### config.mk
export PLATFORM = sky130hd
export DESIGN_NAME = dac7821_write_sched
export DESIGN_NICKNAME = d
export VERILOG_FILES = /design/src/rtl/dac7821_pkg.sv /design/src/rtl/dac7821_write_sched_rr_arb2.sv /design/src/rtl/dac7821_write_sched.sv
export SDC_FILE = /design/constraint.sdc
export NUM_CORES = 1
export LEC_CHECK = 0
export ABC_AREA = 1
export BUFFER_PORTS_ARGS = -buffer_cell sky130_fd_sc_hd__buf_2
export CAP_MARGIN = 0
export CORE_ASPECT_RATIO = 1.75
export CORE_MARGIN = 2
export CORE_UTILIZATION = 50
export DETAILED_ROUTE_END_ITERATION = 7
export GPL_TIMING_DRIVEN = 0
export PLACE_DENSITY = 0.88
export SKIP_LAST_GASP = 1
export SLEW_MARGIN = 30
export SYNTH_ARGS = -nofsm -noshare
export SYNTH_HDL_FRONTEND = slang
export SYNTH_SLANG_ARGS = --single-unit
### constraint.sdc
create_clock -name Clock -period 1.9 [get_ports Clock]
set_input_delay 0.19 -clock Clock [delete_from_list [all_inputs] [get_ports Clock]]
set_output_delay 0.19 -clock Clock [all_outputs]
set_load 0.05 [all_outputs]
### src/rtl/dac7821_pkg.sv
// Shared definitions for the DAC7821 write sequencer: data width, counter
// width, default strobe timing and the sequencer state encoding.
package dac7821_pkg;

  localparam int DAC_W = 12;
  localparam int CNT_W = 8;

  localparam int DEF_SETUP_CYC  = 1;
  localparam int DEF_STROBE_CYC = 2;
  localparam int DEF_HOLD_CYC   = 1;

  typedef enum logic [1:0] {
    ST_IDLE   = 2'd0,
    ST_SETUP  = 2'd1,
    ST_STROBE = 2'd2,
    ST_HOLD   = 2'd3
  } wr_state_t;

  // Counter load value for a phase lasting 'cycles' clocks (the counter
  // runs down to zero, so the last cycle of the phase is the zero cycle).
  function automatic logic [CNT_W-1:0] cyc_load(input int cycles);
    return CNT_W'(cycles - 1);
  endfunction

endpackage

### src/rtl/dac7821_write_sched_rr_arb2.sv
// Two-request round-robin arbiter. A lone request wins outright; when both
// sources request, the one that did not win the previous grant wins.
// Priority only moves when the caller strobes 'update' on an actual grant.
module rr_arb2 (
  input  logic       Clock,
  input  logic       Reset,
  input  logic [1:0] req,
  input  logic       update,
  output logic [1:0] grant
);

  logic prio_b;

  // One-hot grant from the current requests and the priority pointer
  always_comb begin
    grant = req;
    if (req == 2'b11) begin
      grant = prio_b ? 2'b10 : 2'b01;
    end
  end

  // After A is granted B gets the next contested slot, and vice versa
  always_ff @(posedge Clock) begin
    if (Reset) begin
      prio_b <= 1'b0;
    end else if (update && (grant != 2'b00)) begin
      prio_b <= grant[0];
    end
  end

endmodule

### src/rtl/dac7821_write_sched.sv
// DAC7821 write sequencer: arbitrates between two waveform sources, latches
// the granted word onto the DAC data bus and produces the CS_n/RW_n write
// strobe with programmable setup, strobe and hold phases.
module dac7821_write_sched
  import dac7821_pkg::*;
#(
  parameter int SETUP_CYC  = DEF_SETUP_CYC,
  parameter int STROBE_CYC = DEF_STROBE_CYC,
  parameter int HOLD_CYC   = DEF_HOLD_CYC
) (
  input  logic             Clock,
  input  logic             Reset,
  input  logic             ReqA,
  input  logic [DAC_W-1:0] DinA,
  output logic             AckA,
  input  logic             ReqB,
  input  logic [DAC_W-1:0] DinB,
  output logic             AckB,
  output logic [DAC_W-1:0] Dout,
  output logic             CS_n,
  output logic             RW_n,
  output logic             Busy,
  output logic             GrantB
);

  localparam logic [CNT_W-1:0] SETUP_LD  = cyc_load(SETUP_CYC);
  localparam logic [CNT_W-1:0] STROBE_LD = cyc_load(STROBE_CYC);
  localparam logic [CNT_W-1:0] HOLD_LD   = cyc_load(HOLD_CYC);

  wr_state_t        state;
  logic [CNT_W-1:0] cnt;
  logic [1:0]       req;
  logic [1:0]       grant;
  logic             grant_now;

  assign req       = {ReqB, ReqA};
  assign grant_now = (state == ST_IDLE) && (req != 2'b00);
  assign Busy      = (state != ST_IDLE);

  rr_arb2 u_arb (
    .Clock  (Clock),
    .Reset  (Reset),
    .req    (req),
    .update (grant_now),
    .grant  (grant)
  );

  // Sequencer: every pin-level output comes straight from a flop so the DAC
  // never sees a combinational glitch on its strobes
  always_ff @(posedge Clock) begin
    if (Reset) begin
      state  <= ST_IDLE;
      cnt    <= '0;
      Dout   <= '0;
      GrantB <= 1'b0;
      AckA   <= 1'b0;
      AckB   <= 1'b0;
      CS_n   <= 1'b1;
      RW_n   <= 1'b1;
    end else begin
      AckA <= 1'b0;
      AckB <= 1'b0;
      case (state)
        ST_IDLE: begin
          if (grant_now) begin
            Dout   <= grant[1] ? DinB : DinA;
            GrantB <= grant[1];
            AckA   <= grant[0];
            AckB   <= grant[1];
            RW_n   <= 1'b0;
            cnt    <= SETUP_LD;
            state  <= ST_SETUP;
          end
        end
        ST_SETUP: begin
          if (cnt == '0) begin
            CS_n  <= 1'b0;
            cnt   <= STROBE_LD;
            state <= ST_STROBE;
          end else begin
            cnt <= cnt - 1'b1;
          end
        end
        ST_STROBE: begin
          if (cnt == '0) begin
            CS_n  <= 1'b1;
            cnt   <= HOLD_LD;
            state <= ST_HOLD;
          end else begin
            cnt <= cnt - 1'b1;
          end
        end
        ST_HOLD: begin
          if (cnt == '0) begin
            RW_n  <= 1'b1;
            state <= ST_IDLE;
          end else begin
            cnt <= cnt - 1'b1;
          end
        end
        default: begin
          CS_n  <= 1'b1;
          RW_n  <= 1'b1;
          state <= ST_IDLE;
        end
      endcase
    end
  end

endmodule

Word-level counts from Yosys, hierarchy flattened --
Index checks and enable logic that the tools add are counted.
Cells by class: $add $sub $neg 1, eq/ne operators 9, multiplexer cells 18, bitwise logic cells 2, reductions and logical operators 15
Operators with widths (count):
- $mux W8 | 4
- $pmux W8 S4 | 1
- $mux W12 | 1
- $mux W2 | 6
- $reduce_bool A2 Y1 | 5
- $logic_not A8 Y1 | 1
- $ne A2 B2 Y1 const B | 4
- $pmux W2 S4 | 1
- $sub A8 B1 Y8 const B | 1
- $eq A2 B2 Y1 const B | 3
- $reduce_and A3 Y1 | 2
- $pmux W1 S2 | 2
- $reduce_and A2 Y1 | 2
- $reduce_and A4 Y1 | 1
- $mux W1 | 3
- $reduce_or A3 Y1 | 1
- $eq A2 B1 Y1 const B | 1
- $logic_and A1 B1 Y1 | 2
- $logic_not A2 Y1 | 1
- $ne A2 B1 Y1 const B | 1
- $not A1 Y1 | 2
Word-level totals: register bits after elaboration 28, output and inout bits 18

Logic depth before layout (Yosys ltp) --
depth after elaboration 4, depth in mapped cells 11, depth with buffers taken out 11

Modules after synthesis --
From an unflattened synthesis, not the netlist that was laid out.
Second synthesis, totals: cells, all modules 208, area total of the unflattened synthesis 1488.9 um^2
Modules (own cells, without submodules):
- dac7821_write_sched | instances 1, cells an instance 200, area an instance 1428.9 um^2, sequential area each 540.5 um^2
- rr_arb2 | instances 1, cells an instance 8, area an instance 60.1 um^2, sequential area each 20.0 um^2

Worst setup path after synthesis --
Ideal clock, no wire load.
path kind reg-to-reg, start register state[0], end register cnt[7], library setup time 0.064 ns, arrival time 1.403 ns, data required time 1.836 ns, slack 0.433 ns, stages on the path, launching flop included 8, path through dfxtp_1 > inv_1 > ha_1 > inv_1 > o211ai_1 > nor2_1 > nor2_1 > nor2_1
Between the ends: word-level cells in the longest chain between the ends 4
Ends and longest elaborated chain:
- from (decl) | RTL line dac7821_write_sched.sv:30 | wr_state_t state;
- from (signal assigned) | RTL line dac7821_write_sched.sv:52 | state <= ST_IDLE;
- from (signal assigned) | RTL line dac7821_write_sched.sv:72 | state <= ST_SETUP;
- from (signal assigned) | RTL line dac7821_write_sched.sv:79 | state <= ST_STROBE;
- $logic_not A2 Y1 | RTL line dac7821_write_sched.sv:37, dac7821_write_sched.sv:63
- $logic_and A1 B1 Y1 | RTL line dac7821_write_sched.sv:37 | assign grant_now = (state == ST_IDLE) && (req != 2'b00);
- $ne A2 B1 Y1 (no line)
- $reduce_and A2 Y1 (no line)
- to (signal assigned) | RTL line dac7821_write_sched.sv:81 | cnt <= cnt - 1'b1;
- to (signal assigned) | RTL line dac7821_write_sched.sv:90 | cnt <= cnt - 1'b1;
- to (signal assigned) | RTL line dac7821_write_sched.sv:98 | cnt <= cnt - 1'b1;
- to (decl) | RTL line dac7821_write_sched.sv:31 | logic [CNT_W-1:0] cnt;
Parallel ways exist; a longest one is shown, timed or not. A chain may end at the register's enable or synchronous reset.

Worst setup path in the final report --
start register state[0], end output Busy
Between the ends: word-level cells in the longest chain between the ends 1
Ends and longest elaborated chain:
- $reduce_bool A2 Y1 | RTL line dac7821_write_sched.sv:38 | assign Busy = (state != ST_IDLE);
- to (decl) | RTL line dac7821_write_sched.sv:22 | output logic Busy,
Every way passes these cells.

==> impl_metrics.toml <==
[power_and_ir_drop]
p_seq_frac = 0.247
p_clk_frac = 0.128
p_int_w = 0.00180
worst_ir_drop_vdd_mv = 1.11
switchingPower_w = 0.00188
power_density_nw_per_um2 = 1980
total_power_w = 0.00368
leakagePower_nw = 1.00
combPwrFrac = 0.625
swShare = 0.512

[worst_setup_path]
cp_max_fo = 5
cp-start-kind = "flip-flop"
worstPathRequired_ns = 1.71
startpoint = "state[0]"
crit_arrival_ns = 1.45
reg2reg_depth = 9
worst-setup-path-type = "reg -> out"
end_kind = "output port"
timing.rr.start = "state[0]"

[floorplanning]
boundaryPins = 46
die_h_um = 77.2
start_util = 0.523
core-area_um2 = 2930
die-area_um2 = 3540
rows = 26
die_w_um = 45.8

[drt]
firstDrtPassIters = 4
totalWireLength_mm = 3.15
drc_errors = 0
postRouteAntennaNets = 0
num_vias = 1452
drtIter0Drc = 28
vias_per_cell = 5.04
routedWlPerCell_um = 10.9

[final_layout]
postLayoutCellArea_um2 = 1860
diodes = 0
synthToLayoutAreaGrowth_pct = 21.7
nFillCells = 258
layout.cells.non_filler = 288
layout.nets = 295
drive_gt1_frac = 0.327

[synthesis]
synth_xor_area_frac = 0
synth_compound_area_frac = 0.0401
synthCells = 211
ys_warn_count = 0
synth_mux_area_frac = 0
synth_top_family_by_area = "simple AND/OR/NAND/NOR gates"
synth-simple-area-share = 0.442
syn_avg_cell_area_um2 = 7.25
yosys-top-cells-area = "dfxtp_1 37%, nand2_1 16%, nand3_1 7.8%, inv_1 5.4%, ha_1 4.9%"
syn_nets = 245
netlist_area_um2 = 1530
synth_top_area_cell = "dfxtp_1"
synthAdderAreaFrac = 0.0491
synth-seq-area-share = 0.366
synth-seq-cells = 28
synth_top_area_share = 0.366
ys_types = 23

[place]
gp_congestion = 0.888
dp_cells = 284
io_buffers = 45
dp_hpwl_mm = 2.53
placed_area_um2 = 1790

[clocking]
cts_inserted_buffers = 3
cts_root_buf = "clkbuf_8"
tritoncts = "done"
cts.clk_slew.worst_paths_ns = 0.10
cts_sinks = 28
cts_resized = 0
clkLatencyLatePin_ns = 0.28
cts_hold_buf = 0
clk_path_buf_depth = 2
htreeDepth = 1
post_cts_buffers = 0

[timing]
finClkSkew_ns = 0.00797
rsz0062_at_grt = "no"
tns_ns = 0
fmax_ghz = 0.611
max_slew_margin = 0.808
finalCritPeriodShare = 0.862
tightest_slew_ns = 0.289
setup_viol = 0
hold_viol_final = 0
drv_slew = 0
min_period_ns = 1.64

[run_status]
status = "finished, final reports clean"

[global_routing]
grtUsageTotal = 0.204
grt_pass1_vias = 1392
antenna_found_initial = 0
overflow = 0
grt_max_degree = 17
grt_pass1_wl_mm = 5.52

[worst_hold_path]
worstHoldStart = "DinB[4]"
worstHoldPathType = "in -> reg"
hold_path_depth = 3

[run]
cap_violations = 0
==> worst max-delay path, stage by stage, from the launching register on <==
cell and delay (ns):
dfxtp_1 0.37, inv_1 0.09, ha_1 0.30, inv_1 0.14, buf_2 0.28
==> layer usage <==
layer  part of all wire  global-route usage  up-vias
met2               0.52               0.348       53
met4              0.036               0.109        0
li1                   -                   -      753
met1               0.38               0.216      637
met5                  0                   0        -
met3              0.071              0.0494        9
==> final timing paths <==
| path | endpoint | slack (ns) |
|---|---|---|
| hold / removal | Dout[4] | 0.10 |
| hold reg to reg | GrantB | 0.46 |
| setup / recovery | Busy | 0.26 |
| setup reg to reg | cnt[5] | 0.33 |
==> state kept, by name, summed over array words and instances, names as in the netlist <==
| name | count |
|---|---|
| Dout | 12 |
| cnt | 8 |
| state | 2 |
| AckA | 1 |
| AckB | 1 |
| CS_n | 1 |
| GrantB | 1 |
| RW_n | 1 |
| u_arb.prio_b | 1 |
==> area by class of cell <==
type	count	area [um2]	share of cell area
Multi-Input combinational cell	150	812	0.436
Clock buffer	3	41.3	0.0222
Sequential cell	28	561	0.301
Buffer	5	47.5	0.0255
Tap cell	28	35.0	0.0188
Inverter	28	110	0.0591
Clock inverter	1	30.0	0.0161
Timing Repair Buffer	45	225	0.121
==> per-stage QoR <==
stage / setup WS, ns / hold slack, ns / util
2_1_floorplan: 0.433 / 0.259 / -
3_3_place_gp: 0.394 / 0.387 / 0.612
3_5_place_dp: 0.368 / 0.395 / 0.612
4_1_cts: 0.258 / 0.0993 / 0.636
5_1_grt: 0.173 / 0.107 / 0.636
6_report: 0.262 / 0.104 / 0.636
==> power by group through the flow <==
stage | Combinational (W) | Sequential, W | Clock [W]
floorplan | 0.00158 | 0.00123 | 0
detailed placement | 0.00230 | 0.000918 | 0
CTS | 0.00231 | 0.000909 | 0.000483
global route | 0.00256 | 0.000936 | 0.000507
global placement | 0.00225 | 0.000917 | 0
finish | 0.00230 | 0.000909 | 0.000471
==> synthesized netlist by cell type, drive strengths merged <==
cell,n
a21oi,5
buf,5
dfxtp,28
ha,6
inv,28
nand2,75
nand3,27
nand4,6
nor2,24
o211ai,1
o21ai,5
or2,1
==> placed cells by master (no fill, tap or decap), drive strengths merged <==
master,instances
a21oi,5
buf,50
bufinv,1
clkbuf,3
dfxtp,28
ha,6
inv,28
nand2,75
nand3,27
nand4,6
nor2,24
o211ai,1
o21ai,5
or2,1
==> cells by family (layout without fill, tap and decap cells) <==
group                      Yosys count  after routing
AOI/OAI and AO/OA                   11             11
adders and majority gates            6              6
buffers and inverters               33             82
DFF                                 28             28
and+or+nand+nor                    133            133
No activity file was read; power rests on OpenSTA's default activity.
